$ cat src/rtl/oled_pkg.sv
// Shared definitions for the OLED serial link: command codes, decoder states
// and the colour constants also used by the transmitter side.
package oled_pkg;

  // Command bytes (sent with DnC = 0)
  localparam logic [7:0] SetX     = 8'h15;
  localparam logic [7:0] SetY     = 8'h75;
  localparam logic [7:0] SetPixel = 8'h5C;

  // RGB565 colours shared with the OLED manager
  localparam logic [15:0] ColourBlue  = 16'h001F;
  localparam logic [15:0] ColourWhite = 16'hFFFF;

  // Command/data decoder states
  typedef enum logic [2:0] {
    Idle,
    ColStart,
    ColEnd,
    RowStart,
    RowEnd,
    PixHi,
    PixLo
  } dec_state_t;

endpackage

$ cat src/rtl/oled_spi_deserialiser.sv
// Oversampled SPI byte receiver: detects SCLK rising edges on the system clock,
// shifts SDIN in MSB first and flags the strobe that completes each byte.
module oled_spi_deserialiser
  import oled_pkg::*;
(
  input  logic       clk,
  input  logic       rst_n,
  input  logic       cs_n,
  input  logic       dnc,
  input  logic       sdin,
  input  logic       sclk,
  output logic       byte_valid,
  output logic [7:0] byte_data,
  output logic       byte_dnc
);

  logic       sclk_q;
  logic [2:0] bit_cnt;
  // Only the seven oldest bits need storing; the eighth arrives on the completing strobe.
  logic [6:0] shift;
  logic       strobe;

  assign strobe = sclk & ~sclk_q & ~cs_n;

  // Edge history, shift register and bit count; a deselect drops any partial byte.
  always_ff @(posedge clk or negedge rst_n) begin
    if (!rst_n) begin
      sclk_q  <= 1'b0;
      bit_cnt <= '0;
      shift   <= '0;
    end else begin
      sclk_q <= sclk;
      if (cs_n) begin
        bit_cnt <= '0;
      end else if (strobe) begin
        shift   <= {shift[5:0], sdin};
        bit_cnt <= bit_cnt + 3'd1;
      end
    end
  end

  // The byte is presented combinationally in its completing strobe cycle so the
  // decoder acts on the same clock edge.
  assign byte_valid = strobe && (bit_cnt == 3'd7);
  assign byte_data  = {shift, sdin};
  assign byte_dnc   = dnc;

endmodule

$ cat src/rtl/oled_receiver.sv
// Display-side model of the OLED link: decodes SetX/SetY/SetPixel sequences,
// tracks the column/row window and emits one registered pixel write per colour pair.
module oled_receiver
  import oled_pkg::*;
#(
  parameter int XWidth = 7,
  parameter int YWidth = 7,
  parameter int ColMax = 127,
  parameter int RowMax = 127
) (
  input  logic              HCLK,
  input  logic              HRESETn,
  input  logic              nCS,
  input  logic              DnC,
  input  logic              SDIN,
  input  logic              SCLK,
  output logic              pix_valid,
  output logic [XWidth-1:0] pix_x,
  output logic [YWidth-1:0] pix_y,
  output logic [15:0]       pix_data,
  output logic              window_done,
  output logic              cmd_err,
  output logic              stray_data
);

  logic       byte_valid;
  logic [7:0] byte_data;
  logic       byte_dnc;

  oled_spi_deserialiser u_deser (
    .clk        (HCLK),
    .rst_n      (HRESETn),
    .cs_n       (nCS),
    .dnc        (DnC),
    .sdin       (SDIN),
    .sclk       (SCLK),
    .byte_valid (byte_valid),
    .byte_data  (byte_data),
    .byte_dnc   (byte_dnc)
  );

  dec_state_t        state, next_state;
  logic [XWidth-1:0] col_start, col_end, cur_x, next_x;
  logic [YWidth-1:0] row_start, row_end, cur_y, next_y;
  logic [7:0]        hi;
  logic              pix_fire, err_fire, stray_fire, known_cmd, at_col_end, at_end;

  // Decoder state register
  always_ff @(posedge HCLK or negedge HRESETn) begin
    if (!HRESETn) state <= Idle;
    else          state <= next_state;
  end

  // Next state: a command byte always overrides the current sequence
  always_comb begin
    next_state = state;
    if (byte_valid) begin
      if (!byte_dnc) begin
        case (byte_data)
          SetX:     next_state = ColStart;
          SetY:     next_state = RowStart;
          SetPixel: next_state = PixHi;
          default:  next_state = Idle;
        endcase
      end else begin
        case (state)
          ColStart: next_state = ColEnd;
          RowStart: next_state = RowEnd;
          PixHi:    next_state = PixLo;
          PixLo:    next_state = PixHi;
          default:  next_state = Idle;
        endcase
      end
    end
  end

  // Event decode for the registered pulse outputs
  always_comb begin
    known_cmd  = (byte_data == SetX) || (byte_data == SetY) || (byte_data == SetPixel);
    pix_fire   = byte_valid && byte_dnc && (state == PixLo);
    stray_fire = byte_valid && byte_dnc && (state == Idle);
    err_fire   = byte_valid && !byte_dnc && !known_cmd;
  end

  // Raster advance: wrap to col_start at col_end, stepping the row the same way.
  // Plain modular increment makes end<start windows wrap through the maximum.
  assign at_col_end = (cur_x == col_end);
  assign at_end     = at_col_end && (cur_y == row_end);
  assign next_x     = at_col_end ? col_start : cur_x + XWidth'(1);
  assign next_y     = !at_col_end ? cur_y :
                      (cur_y == row_end) ? row_start : cur_y + YWidth'(1);

  // Window registers, raster position and registered outputs
  always_ff @(posedge HCLK or negedge HRESETn) begin
    if (!HRESETn) begin
      col_start   <= '0;
      col_end     <= XWidth'(ColMax);
      row_start   <= '0;
      row_end     <= YWidth'(RowMax);
      cur_x       <= '0;
      cur_y       <= '0;
      hi          <= '0;
      pix_valid   <= 1'b0;
      pix_x       <= '0;
      pix_y       <= '0;
      pix_data    <= '0;
      window_done <= 1'b0;
      cmd_err     <= 1'b0;
      stray_data  <= 1'b0;
    end else begin
      pix_valid   <= pix_fire;
      window_done <= pix_fire && at_end;
      cmd_err     <= err_fire;
      stray_data  <= stray_fire;
      if (pix_fire) begin
        pix_x    <= cur_x;
        pix_y    <= cur_y;
        pix_data <= {hi, byte_data};
        cur_x    <= next_x;
        cur_y    <= next_y;
      end
      if (byte_valid && !byte_dnc && (byte_data == SetPixel)) begin
        cur_x <= col_start;
        cur_y <= row_start;
      end
      if (byte_valid && byte_dnc) begin
        case (state)
          ColStart: col_start <= byte_data[XWidth-1:0];
          ColEnd:   col_end   <= byte_data[XWidth-1:0];
          RowStart: row_start <= byte_data[YWidth-1:0];
          RowEnd:   row_end   <= byte_data[YWidth-1:0];
          PixHi:    hi        <= byte_data;
          default:  ;
        endcase
      end
    end
  end

endmodule

$ cat config.mk
export PLATFORM = sky130hd
export DESIGN_NAME = oled_receiver
export DESIGN_NICKNAME = d
export VERILOG_FILES = /design/src/rtl/oled_pkg.sv /design/src/rtl/oled_spi_deserialiser.sv /design/src/rtl/oled_receiver.sv
export SDC_FILE = /design/constraint.sdc
export NUM_CORES = 1
export LEC_CHECK = 0
export ABC_AREA = 1
export BUFFER_PORTS_ARGS = -buffer_cell sky130_fd_sc_hd__buf_2
export CORE_MARGIN = 10
export CORE_UTILIZATION = 60
export DETAILED_ROUTE_END_ITERATION = 16
export PLACE_DENSITY = 0.8
export SLEW_MARGIN = 10
export SYNTH_ARGS = -nofsm -noshare
export SYNTH_HDL_FRONTEND = slang
export SYNTH_HIERARCHICAL = 1
export SYNTH_SLANG_ARGS = --single-unit
$ cat constraint.sdc
create_clock -name HCLK -period 5.1 [get_ports HCLK]
set_clock_uncertainty 0.15 [all_clocks]
set_input_delay 0.51 -clock HCLK [delete_from_list [all_inputs] [get_ports HCLK]]
set_output_delay 0.51 -clock HCLK [all_outputs]
set_load 0.005 [all_outputs]
### After elaboration in Yosys (flattened, before gate mapping)

Index checks and enable logic that the tools add are counted.

* $add $sub $neg: 3
* equality and inequality tests: 12
* bitwise operators: 4
* reductions and logical operators: 24
* multiplexer cells: 12

Operators by type and width (count)
* 7-bit two-way mux: 7
* 8-bit by 7-bit == test with 1-bit output (second input constant): 2
* 7-bit by 1-bit adder with 7-bit output (second input constant): 2
* 7-bit == test: 2
* 2-bit AND reduction: 7
* 3-bit == test (second input constant): 4
* 3-bit case mux with 4 select lines: 1
* 1-bit logical AND: 9
* 3-bit two-way mux: 3
* 3-bit case mux with 3 select lines: 1
* 8-bit by 5-bit == test with 1-bit output (second input constant): 1
* 3-bit by 2-bit == test with 1-bit output (second input constant): 2
* 2-bit nonzero test: 3
* 3-bit by 1-bit adder with 3-bit output (second input constant): 1
* 3-bit by 1-bit == test with 1-bit output (second input constant): 1
* 3-bit logical NOT: 1
* 1-bit AND: 2
* 1-bit logical NOT: 2
* 1-bit logical OR: 2
* 1-bit inverter: 2

* input bits: 6
* register bits after elaboration: 98

### Depth between registers and ports, before layout

Gate-level depths: netlist of the first run.

* depth in word-level cells: 8
* gate-level depth with buffers: 13
* gate-level depth less buffers: 13

### Hierarchy

The synthesis of the first run kept the hierarchy.

By module, submodules not included
* oled_receiver: area each 4022.6 um^2, cells each 465, instances 1, sequential area each 2194.6 um^2
* oled_spi_deserialiser: area each 531.8 um^2, cells each 56, instances 1, sequential area each 275.3 um^2

### Worst setup path after synthesis of the first run

No wires, ideal clock.

* kind: input to register
* start: input port SCLK
* end: register row_start[6]
* cell stages on the path: 9
* slack: 3067 ps
* path buffers: 2
* data arrival time: 1762 ps
* cell sequence: buf_6 -> nand3_4 -> nor2_1 -> nand2_2 -> nor2_1 -> nand3_1 -> buf_6 -> nand2_1 -> o21ai_2

* cells in the longest elaborated chain, start to end: 5

Ends and longest elaborated chain
* start: declaration: line oled_receiver.sv:16 `input logic SCLK,`
* 1-bit AND (2 in series): line oled_spi_deserialiser.sv:23 `assign strobe = sclk & ~sclk_q & ~cs_n;`
* 1-bit logical AND: line oled_spi_deserialiser.sv:44 `assign byte_valid = strobe && (bit_cnt == 3'd7);`
* named net byte_valid: line oled_receiver.sv:26 `logic byte_valid;`
* 1-bit logical AND: line oled_receiver.sv:126 `if (byte_valid && byte_dnc) begin`
* 2-bit AND reduction (no source line)
* end signal: assignment: line oled_receiver.sv:130 `RowStart: row_start <= byte_data[YWidth-1:0];`
* end: declaration: line oled_receiver.sv:44 `logic [YWidth-1:0] row_start, row_end, cur_y, next_y;`

The timed path passes the listed nets, and every way through them passes these cells.
A chain may end at the register's enable or synchronous reset.

### Worst setup path after layout of the first run

* start: register u_deser.bit_cnt[0]
* end: register cur_y[1]

* cells in the longest elaborated chain, start to end: 6
* elaborated cells on any way between the ends: 10
* classes of those cells: eq/ne: 1; mux: 1; reduce/logical: 8

Ends and longest elaborated chain
* start: declaration: line oled_spi_deserialiser.sv:18 `logic [2:0] bit_cnt;`
* start signal: assignment: line oled_spi_deserialiser.sv:37 `bit_cnt <= bit_cnt + 3'd1;`
* 3-bit == test *: line oled_spi_deserialiser.sv:44
* 1-bit logical AND *: line oled_spi_deserialiser.sv:44
* named net byte_valid: line oled_receiver.sv:26
* 1-bit logical AND (on tied branches) (2 in series): line oled_receiver.sv:122, oled_receiver.sv:80
* 2-bit nonzero test (no source line)
* 2-bit AND reduction (no source line)
* end signal: assignment: line oled_receiver.sv:120 `cur_y <= next_y;`
* end signal: assignment: line oled_receiver.sv:124 `cur_y <= row_start;`
* end: declaration: line oled_receiver.sv:44

Mark *: on every way through the listed nets, which the timed path passes. The rest lies on a longest branch.

==> reports/qor.yml, run 1 <==
status: "finished, final reports clean"
coreArea_um2: 7330
cts_made_buffers: 9
cap_violations: 0
setup_viol: 0
synth_edf_count: 0
ys_seq_area_share_pct: 54.2
drt_iter0_markers: 232
cts-root-buf: "clkbuf_8"
min-delay-path-class: "input pin to asynchronous set/reset pin"
cts_buffer_depth: 2
slew_headroom_pct: 51.2
dieArea_um2: 11500
n_antenna_cell: 0
die_y_um: 107
worst_pin_slew_ns: 0.732
rows: 31
dp_hpwl_mm: 6.68
grt.total_usage_pct: 17.9
grt_pass1_vias: 3515
htree_levels: 3
finalMaxSlewViolations: 0
layout_worst_path_cycle_share_pct: 52.9
rsz0062_at_grt: "no"
synth-seq-cells: 98
wirelength_mm: 9.62
synth_cell_types: 35
grt_max_degree: 61
cts.clk_slew.worst_paths_ns: 0.10
synth_common_cells: "nand2_1, dfrtp_1, o21ai_0"
cts.sinks: 98
power_density_nw_per_um2: 275
gp_congestion: 0.899
rr_worst_depth: 12
clk_latency_ns: 0.37
setup_tns_ns: 0
synth-adder-area-share_pct: 1.10
synth_top_family_by_area: "simple AND/OR/NAND/NOR gates"
synth_xor_xnor_area_share_pct: 2.69
fin_nets: 565
fin_ws_ns: 2.40
ios: 40
grt_remaining_overflow: 0
synth_mux_area_share_pct: 0
vdd_drop_max_v: 0.000165
yosysTopAreaCellShare_pct: 46.2
layout-drive-gt1-share_pct: 19.5
area_growth_pct: 9.01
largest_reg_flops: 16
syn_area_um2: 4550
endpoint_kind: "register"
crit_path_start_kind: "register"
wl_per_cell_um: 14.6
synth_cells: 521
synth_nets: 531
path_max_fanout: 54
die_w_um: 107
cts_tree: "built"
leakagePower_nw: 2.49
yosys.cell_count.top_type: "nand2_1"
postCtsSetupRepairBufs: 0
cts_resized: 0
async_reset_ff_share_pct: 100
antenna_found_initial: 0
critPathRequiredTime_ns: 5.26
ant_nets: 0
remaining_drc_errors: 0
hold_violations: 0
vias: 3509
min_period_ns: 2.70
drtPass1Iterations: 5
synthSimpleGateAreaFrac_pct: 28.2
top_regs: "pix_data: 16 flops, hi: 8 flops"
initial_core_util_pct: 62.1
largest-register: "pix_data"
port_buffers: 39
hold_buffers: 0
synth-compound-area-share_pct: 7.45
avgSynthCellArea_um2: 8.74
synth_ff_type: "dfrtp_1"
yosysTopAreaCell: "dfrtp_1"
criticalPathCategory: "register to register"
dpl_worst_slack_ns: 2.20
grt_pass1_wl_mm: 16.6
ys_top_cells_by_area: "dfrtp_1, nand2_1, dfstp_2"
arrival_ns: 2.86
vias_per_cell: 5.32
yosys_warnings: 6
fmax_mhz: 371
per-stage QoR:
| stage | area [um2] | total power [W] | utilization, % | hold WS [ns] | instances |
|---|---|---|---|---|---|
| global placement | 4780 | 0.000906 | 65.2 | 0.306 | 643 |
| floorplan | 4550 | 0.000863 | - | 0.0644 | 521 |
| detailed placement | 4780 | 0.000908 | 65.2 | 0.309 | 643 |
| finish | 4960 | 0.00137 | 67.7 | 0.0259 | 659 |
| global route | 4960 | 0.00142 | 67.7 | 0.0953 | 659 |
| CTS | 4960 | 0.00138 | 67.7 | 0.0591 | 659 |
cell families (layout without fill, tap and decap cells):
| family | after synthesis | in the layout |
|---|---|---|
| XOR/XNOR | 14 | 14 |
| AND/OR/NAND/NOR | 279 | 279 |
| flip-flops | 98 | 98 |
| buffers and inverters | 66 | 105 |
| AO/OA/AOI/OAI | 60 | 60 |
| adder cells (fa/ha/maj) | 4 | 4 |
cells in the final DEF (no fill, tap or decap), types with 3 or more instances in the layout:
master / Yosys / final
nand3_1: 39 / 39
inv_1: 38 / 38
xor2_1: 6 / 6
ha_1: 4 / 4
inv_2: 9 / 9
o21ai_2: 7 / 7
xnor2_1: 8 / 8
nand2_2: 3 / 3
clkinvlp_4: 0 / 3
dfrtp_1: 84 / 84
nand4_1: 12 / 12
nor2_1: 16 / 16
nor2_2: 4 / 4
buf_2: 6 / 38
nor2_4: 3 / 3
dfstp_2: 14 / 14
clkbuf_8: 0 / 9
nand2_4: 7 / 7
nand2_1: 186 / 186
o21ai_0: 48 / 48
cell type report:
class	instances	area, um2
multi-input combinational	357	1790
inverter	49	188
timing repair buffer	40	205
tap	99	124
sequential	98	2470
fill	592	2370
clock buffer	9	124
clock inverter	7	60.1
critical path: stages (launching register included):
cell and delay, ns:
dfrtp_1 0.39, ha_1 0.17, ha_1 0.15, inv_1 0.04
nor2_1 0.35, nand2_2 0.15, nor2_4 0.16, nand2_4 0.30
clkinv_2 0.34, nand3_4 0.12, nand2_4 0.13, nand3_1 0.10
nand2_1 0.07
final timing paths:
check,startpoint,end,slack (ns)
max,u_deser/bit_cnt[0],cur_y[1],2.40
min,HRESETn,pix_valid,0.03
max reg2reg,u_deser/bit_cnt[0],cur_y[1],2.40
min reg2reg,hi[1],pix_data[9],0.33
max in group asynchronous,HRESETn,row_end[3],3.77
min in group HCLK,SCLK,u_deser/sclk_q,0.22
report_power, final:
group | total [W] | internal, W | switching [W]
clock | 0.000472 | 0.000185 | 0.000288
combinational | 0.0000887 | 0.0000142 | 0.0000744
sequential | 0.000805 | 0.000790 | 0.0000143
metal layers:
layer	share of wire, %	wire length, um	GRT usage, %
met2	47	4540	28.7
met3	5.6	535	5.63
met5	0	0	0
met1	45	4310	22.3
met4	2.3	223	6.58
Note: power is estimated with default switching activity, not from simulation.
==> run 2, diff against run 1 <==
--- a/config.mk
+++ b/config.mk
@@ -8,9 +8,9 @@
 export ABC_AREA = 1
 export BUFFER_PORTS_ARGS = -buffer_cell sky130_fd_sc_hd__buf_2
 export CORE_MARGIN = 10
-export CORE_UTILIZATION = 60
+export CORE_UTILIZATION = 53
 export DETAILED_ROUTE_END_ITERATION = 16
-export PLACE_DENSITY = 0.8
+export PLACE_DENSITY = 0.75
 export SLEW_MARGIN = 10
 export SYNTH_ARGS = -nofsm -noshare
 export SYNTH_HDL_FRONTEND = slang
==> constraint.sdc (replaced) <==
create_clock -name HCLK -period 2.36 [get_ports HCLK]
set_clock_uncertainty 0.15 [all_clocks]
set_input_delay 0.236 -clock HCLK [delete_from_list [all_inputs] [get_ports HCLK]]
set_output_delay 0.236 -clock HCLK [all_outputs]
set_load 0.005 [all_outputs]
==> run 2 against run 1 <==
- count of clock-buffer cells in the layout is 5 higher
- global-route usage is 1.7 points lower
- die area is 11% higher
- sequential power is 120% higher
- sequential cell count stayed put
- first-iteration DRC count is 6.9% higher
- cell count is 2.6% higher
==> reports/qor.yml, run 2 (same netlist as run 1, synthesis figures left out) <==
die_y_um: 113  # +5.2%
vdd_drop_max_v: 0.000364  # +120%
critPathMostFrequentCell: "inv_2"
final_common_cell: "nand2_1"
whs_endpoint: "u_deser/shift[0]"
wirelength_mm: 10.2  # +6.5%
crit_slowest_cell: "dlygate4sd3_1"
power_density_nw_per_um2: 587  # +110%
hold_violations: 0  # unchanged
crit_path_start_kind: "input pin"
cts_made_buffers: 9  # unchanged
leakagePower_nw: 2.54  # +2.3%
reg2reg_slack_ns: 0.21  # -2.20 ns
layout_common_cells: "nand2_1, dfrtp_1, o21ai_0, nand3_1, inv_1"
die_w_um: 113  # +5.2%
largest_reg_flops: 16  # unchanged
gp_congestion: 0.900  # +0.19%
layout_worst_path_cycle_share_pct: 91.3
initial_core_util_pct: 54.9  # -7.2 points
largest-register: "pix_data"
top_regs: "pix_data: 16 flops, hi: 8 flops"
hold_depth: 3
endpoint_kind: "register"
dieArea_um2: 12700  # +11%
postCtsSetupRepairBufs: 0  # unchanged
grt.total_usage_pct: 16.3  # -1.7 points
worst_pin_slew_ns: 0.674  # -0.0578 ns
port_buffers: 39  # unchanged
arrival_ns: 2.24  # -0.62 ns
setup_tns_ns: 0  # unchanged
slew_headroom_pct: 55.0  # +3.9 points
path_max_fanout: 11  # -80%
cts_buffer_depth: 2  # unchanged
cap_violations: 0  # unchanged
setup_viol: 0  # unchanged
fin_nets: 576  # +1.9%
htree_levels: 3  # unchanged
min-delay-path-class: "input pin to register"
fillers: 706  # +19%
ios: 40  # unchanged
min_from: "SDIN"
finalMaxSlewViolations: 0  # unchanged
dp_hpwl_mm: 7.30  # +9.3%
ant_nets: 0  # unchanged
min_period_ns: 2.15
grt_pass1_wl_mm: 17.2  # +3.9%
cts-root-buf: "clkbuf_8"
n_antenna_cell: 0  # unchanged
drtPass1Iterations: 5  # unchanged
critPathRequiredTime_ns: 2.44  # -2.82 ns
drt_iter0_markers: 248  # +6.9%
utilization_pct: 61.1  # -6.6 points
vias: 3584  # +2.1%
fmax_mhz: 464
critPathMaxStageDelay_ns: 0.54  # +0.15 ns
clk_latency_ns: 0.36  # about the same
cts_tree: "built"
coreArea_um2: 8300  # +13%
rr_worst_depth: 13  # +1
wl_per_cell_um: 15.1  # +3.8%
grt_pass1_vias: 3451  # -1.8%
grt_max_degree: 53  # -13%
area_growth_pct: 11.4
grt_remaining_overflow: 0  # unchanged
r2r_end: "cur_x[3]"
cts.sinks: 98  # unchanged
rows: 33  # +6.5%
criticalPathCategory: "input pin to register"
cts.clk_slew.worst_paths_ns: 0.09  # about the same
r2r-start: "u_deser/sclk_q"
rsz0062_at_grt: "no"
layout-drive-gt1-share_pct: 19.8  # +0.33 points
vias_per_cell: 5.30  # -0.43%
antenna_found_initial: 0  # unchanged
path_cells: "dlygate4sd3_1 -> buf_6 -> nand3_4 -> nor2_1 -> buf_4 -> inv_2 -> nor2_4 -> inv_2 -> nor2_2 -> inv_2 -> nand2_4 -> inv_2 -> nand2_1 -> nand3_1"
status: "finished, final reports clean"
remaining_drc_errors: 0  # unchanged
-- run 2: cell count changes in the layout (fill, tap and decap cells not counted), sizes merged --
cell         delta
clkbuf          +5
bufinv          +1
buf             +9
clkinv          -1
clkinvlp        -2
inv             -3
dlygate4sd3     +2
-- run 2: per-layer routing --
layer / track usage (%) / wire length (um) / part of all wire [%] / vias up
li1: - / - / - / 1752
met1: 21.8 / 4670 / 46 / 1691
met2: 25.5 / 4750 / 46 / 129
met3: 4.01 / 695 / 6.8 / 12
met4: 4.65 / 129 / 1.3 / 0
met5: 0 / 0 / 0 / -
-- run 2: what timing repair did --
action,4_1_cts,5_1_grt
setup endpoints to repair,0,17
endpoints found under the hold margin,39,0
hold buffers,2,0
gates resized for setup,0,3
-- run 2: worst max-delay path, delay by kind of cell --
| family | cells | cell delay (ns) |
|---|---|---|
| buf+inv | 7 | 1.18 |
| simple gates | 7 | 0.80 |
-- run 2: cell type report --
cell class	count	area, um2	area share, %
Clock buffer	14	143	2.81
Sequential cell	98	2470	48.7
Timing Repair Buffer	51	312	6.14
Multi-Input combinational cell	357	1790	35.4
Inverter	49	188	3.70
Tap cell	105	131	2.59
Clock inverter	2	37.5	0.740
-- run 2: metrics by stage --
| step | cell area (um2) | hold slack [ns] | std cells | power, W | setup slack [ns] |
|---|---|---|---|---|---|
| floorplan | 4550 | -0.210 | 521 | 0.00187 | 0.422 |
| global placement | 4870 | 0.167 | 658 | 0.00197 | 0.314 |
| detailed placement | 4870 | 0.165 | 658 | 0.00197 | 0.241 |
| CTS | 5070 | 0.0416 | 676 | 0.00300 | 0.126 |
| global route | 5070 | 0.0744 | 676 | 0.00310 | 0.0209 |
| finish | 5070 | 0.0545 | 676 | 0.00298 | 0.205 |
-- run 2: power by group --
part           total, W  switching [W]  leakage [nW]  internal, W
clock network   0.00104       0.000544        0.0849     0.000494
logic          0.000204       0.000165          1.16    0.0000386
registers       0.00174      0.0000292          1.30      0.00171
total           0.00298       0.000739          2.54      0.00224
-- run 2: worst max-delay path by stage --
stage / start / to / cells past startpoint
after global placement: nCS / cur_x[5] / 14
final: SCLK / cur_x[3] / 14
after global routing: SCLK / cur_x[3] / 14
after CTS: SCLK / cur_x[3] / 14
after detailed placement: nCS / cur_x[4] / 14
after floorplan: u_deser/bit_cnt[0] / row_start[6] / 10
